===== src/rtl/imem_loader.sv =====
// imem_loader: assembles big-endian words from a byte stream and writes them to instruction sram at consecutive addresses.
module imem_loader #(
  parameter logic [31:0] BASE_ADDR = 32'h0000_0000,
  parameter int unsigned MAX_WORDS = 1024
) (
  input  logic        clk,
  input  logic        rst_n,
  input  logic        start,
  input  logic [15:0] word_count,
  input  logic        byte_valid,
  input  logic [7:0]  byte_data,
  output logic        byte_ready,
  output logic        sram_cs,
  output logic        sram_we,
  output logic        sram_oe,
  output logic [31:0] sram_addr,
  output logic [31:0] sram_din,
  output logic        busy,
  output logic        done,
  output logic        error,
  output logic        cpu_hold,
  output logic [15:0] words_written
);
  typedef enum logic [1:0] {IDLE, COLLECT, WRITE, DONE} state_t;
  state_t      r_state, w_next;
  logic [15:0] r_count, r_wcnt;
  logic [31:0] r_addr, r_din;
  logic [1:0]  r_bcnt;
  logic        r_err;
  logic        w_arm, w_accept, w_last, w_over, w_zero;
  assign w_arm    = start & ((r_state == IDLE) | (r_state == DONE));
  assign w_accept = byte_valid & byte_ready;
  assign w_last   = (r_wcnt + 16'd1) == r_count;
  assign w_over   = 32'(word_count) > MAX_WORDS;
  assign w_zero   = word_count == 16'd0;
  always_ff @(posedge clk or negedge rst_n)
    if (!rst_n) r_state <= IDLE;
    else r_state <= w_next;
  always_comb begin
    w_next = r_state;
    case (r_state)
      IDLE, DONE: w_next = w_arm ? ((w_zero | w_over) ? DONE : COLLECT) : r_state;
      COLLECT:    w_next = (w_accept && r_bcnt == 2'd3) ? WRITE : COLLECT;
      WRITE:      w_next = w_last ? DONE : COLLECT;
      default:    w_next = IDLE;
    endcase
  end
  // A new arm restarts from a clean word: byte counter and address rewind.
  always_ff @(posedge clk or negedge rst_n) begin
    if (!rst_n) begin
      r_count <= '0;
      r_wcnt  <= '0;
      r_addr  <= BASE_ADDR;
      r_din   <= '0;
      r_bcnt  <= '0;
      r_err   <= 1'b0;
    end else begin
      if (w_arm) begin
        r_count <= word_count;
        r_wcnt  <= '0;
        r_addr  <= BASE_ADDR;
        r_bcnt  <= '0;
        r_err   <= w_over;
      end
      if (w_accept) begin
        r_din  <= {r_din[23:0], byte_data};
        r_bcnt <= r_bcnt + 2'd1;
      end
      if (r_state == WRITE) begin
        r_wcnt <= r_wcnt + 16'd1;
        if (!w_last) r_addr <= r_addr + 32'd4;
      end
    end
  end
  assign byte_ready    = r_state == COLLECT;
  assign sram_cs       = r_state == WRITE;
  assign sram_we       = r_state == WRITE;
  assign sram_oe       = 1'b0;
  assign sram_addr     = r_addr;
  assign sram_din      = r_din;
  assign busy          = (r_state == COLLECT) | (r_state == WRITE);
  assign cpu_hold      = busy;
  assign done          = r_state == DONE;
  assign error         = r_err;
  assign words_written = r_wcnt;
endmodule


===== config.mk =====
export PLATFORM = sky130hd
export DESIGN_NAME = imem_loader
export DESIGN_NICKNAME = d
export VERILOG_FILES = /design/src/rtl/imem_loader.sv
export SDC_FILE = /design/constraint.sdc
export NUM_CORES = 1
export LEC_CHECK = 0
export ABC_AREA = 1
export CORE_ASPECT_RATIO = 1.4
export CORE_UTILIZATION = 55
export DETAILED_ROUTE_END_ITERATION = 8
export PLACE_DENSITY_LB_ADDON = 0.05
export SYNTH_ARGS = -nofsm -noshare
export SYNTH_HDL_FRONTEND = slang
export SYNTH_SLANG_ARGS = --single-unit

===== constraint.sdc =====
create_clock -name clk -period 4.24 [get_ports clk]
set_input_delay 0.848 -clock clk [delete_from_list [all_inputs] [get_ports clk]]
set_output_delay 0.848 -clock clk [all_outputs]
set_load 0.05 [all_outputs]

==> metrics.txt <==
Worst-Margin Slew=approximately 1.0 ns; CP Max Fanout=12; GRT Total Usage=~30%; Hold WC Path Type=reg2reg; initial DRC count=roughly 440; cell mode on critical path=nand2_1; # port buffers=approximately 110; Critical R2R Capture=sram_addr[12]; share of cells above drive strength 1=under 10%; Post-Layout Inst Area=7537 µm²; Routed Antenna Nets=0; Critical Path RT=~4.5 ns; first-pass GRT wire length=26630 µm; routability cong.=0.8827; maximum VDD drop=0.5270 mV; Final WS setup=1.242 ns; slowest cell delay on critical path=0.54 ns; hold_sp=sram_din[24]; worst-case clock buffer depth=2; crit end category=flip-flop; root buffer cell=clkbuf_16; end of the worst hold path=sram_din[24]; cts-stage hold buffer count=0; Fin Setup TNS=0 ns; Worst Skew=~0.01 ns; clk sinks=about 100; Buf/Inv on CP=0; cell area after synthesis=6021 µm²; HPWL after detailed placement=roughly 12000 µm; maxcap violations=0; RR Startpoint=words_written[0]; Main synth FF type=dfrtp_1; initial antenna violation count=0; sequential share of the synthesized area=a little over two fifths; Post-synth top cells=319 x nand2_1, 120 x nand3_1, 101 x dfrtp_1, 82 x inv_1, 46 x nor2_1; Setup Viol. Count Final=0; post-cts resize count=0; Die Area=about 11000 µm²; Clk Latency, worst-skew pair=approximately 0.35 ns; drt first pass iters=5; CP Data Arrival Time=roughly 3.3 ns; status=completed; htree depth=3; area leader, netlist=dfrtp_1; Chip Height=125.8 µm; flop2flop setup slack=about 1.2 ns; die width=90.43 µm; Fin. Hold Viols=0; max-slew violations=0; CP startpoint kind=flip-flop; most frequent cell after synthesis=nand2_1; Fillers=about 900; Initial Utilization=a little under three fifths; crit path cell chain=ha_1 -> nand3_1 -> nor2_2 -> nand4_1 -> nand3_1 -> nand2_1 -> nor2_1 -> nand2_1 -> nor2_2 -> nand2_1 -> nand2_1 -> nand3_1 -> nand2_1; Top Ports=roughly 120; Synth Warn #=0; dpl cells=1074; Routed WL per cell=14.91 µm; stages on the worst setup path=13; R2R depth=13; vias per cell=between 5 and 6; DRC viols=0; crit path time final=2.998 ns; Post-synth EDFFs=0; Post-Synthesis Cells=847; Placed Area=between 7000 and 8000 µm²; total routed wirelength=~16000 µm; vias in the first global route=about 5600; fin cells=~1100; pre-CTS setup slack=1.359 ns; Nets=981; slowest CP cell=dfrtp_1; clock buffer count from CTS=9; largest net degree at the start of global routing=slightly above 80; clk slew on worst S/H paths=around 0.070 ns; Leak=about 3.6 nW; CP Class=reg2reg; Fmax achieved=between 300 and 400 MHz; ys async rst share=100.0%; row cnt=44; ranking of synthesized cells by area=dfrtp_1 42%, nand2_1 20%, nand3_1 10%; hold depth=2; Slew HR=31.19%; DR vias=6041; Yosys reg bits=around 100; Ant. Diodes=0; area growth from synthesis to layout=25.19%; Yosys top cell area share=41.98%; cell family with the largest share of critical-path delay=simple AND/OR/NAND/NOR gates; pwr dens=approximately 580 nW/µm²; GR Overflow Total=0; # Post-CTS Setup Buffers=0; Post-Syn Nets=between 800 and 900; Post-Syn Area per Cell=approximately 7 µm²; Final Cycle Share=between 70% and 80%; Yosys cell types=37; RSZ-0062 raised after global routing=false; Placeable Area=~11000 µm²; TritonCTS clock tree=built
## report_power, final
part	total [W]	internal, W	switching (W)
Sequential	0.00141	0.00121	0.000201
Combinational	0.00212	0.000630	0.00149
Clock	0.000873	0.000486	0.000387
Total	0.00440	0.00232	0.00208
## how the worst max path moves through the flow
stage | start | end | slack [ns]
finish | words_written[0] | sram_addr[12] | 1.24
global route | words_written[0] | sram_addr[8] | 1.00
CTS | r_state[0] | cpu_hold | 1.29
detailed placement | words_written[0] | sram_addr[30] | 1.36
global placement | words_written[0] | sram_addr[30] | 1.41
floorplan | words_written[1] | sram_addr[25] | 1.84
## final cells by class
cell class	count	area [µm²]	area share, %
Clock buffer	10	239.0	3.171
Clock inverter	6	77.57	1.029
Inverter	86	322.8	4.283
Multi-Input combinational cell	628	3007	39.89
Sequential cell	101	2527	33.53
Tap cell	138	172.7	2.291
Timing Repair Buffer	121	1191	15.80
## worst min-delay path: cells and delay by family, from the launching register on
kind	cells	cell delay (ns)
DFF	1	0.34
and+or+nand+nor	2	0.10
## cells by family (layout without fill, tap and decap cells)
group,after synthesis,count (layout),share of synthesized area [%]
xor gates and xnor gates,30,30,4.364
adders and majority gates,6,6,1.247
DFF,101,101,41.98
and+or+nand+nor,551,551,40.50
other,1,1,0.06228
AOI/OAI and AO/OA,40,40,3.720
buffers and inverters,118,223,8.125
## registers in the layout (all words and copies together), names as in the netlist
register and flops:
r_bcnt 2, sram_addr 32, r_state 2, r_count 16, sram_din 32, words_written 16
error 1
## per-stage QoR
| step | hold WS (ns) | utilization (%) | power, W |
|---|---|---|---|
| final | 0.4804 | 71.68 | 0.004400 |
| after global routing | 0.4994 | 71.68 | 0.004637 |
| after detailed placement | 0.4637 | 68.67 | 0.003528 |
| after global placement | 0.4624 | 68.67 | 0.003487 |
| after CTS | 0.4836 | 71.68 | 0.004412 |
| after floorplan | 0.4679 | - | 0.002856 |
## layer usage
| layer | wire (µm) | up-vias | track usage (%) | part of all wire, % |
|---|---|---|---|---|
| li1 | - | 2913 | - | - |
| met3 | 926 | 47 | 4.710 | 5.7 |
| met4 | 599 | 0 | 14.80 | 3.7 |
| met1 | 6215 | 2850 | 34.51 | 38 |
| met5 | 0 | - | 0 | 0 |
| met2 | 8508 | 231 | 51.59 | 52 |
## cells in the final DEF, fill, tap and decap left out, drive strengths merged
master	synthesis	routed
nor4	5	5
nand3b	1	1
conb	1	1
nand4	29	29
a21boi	2	2
a21oi	1	1
inv	83	86
xnor2	4	4
nand2	324	324
xor2	26	26
clkinvlp	0	1
ha	6	6
dfrtp	101	101
clkbuf	21	10
nor3b	1	1
nand3	122	122
nor3	12	12
o21ai	27	27
a22oi	1	1
o22ai	7	7
a22o	1	1
a221oi	1	1
bufinv	0	1
clkdlybuf4s50	0	113
buf	11	8
nor2	57	57
clkinv	3	4
Power figures use the tool's default switching activity.
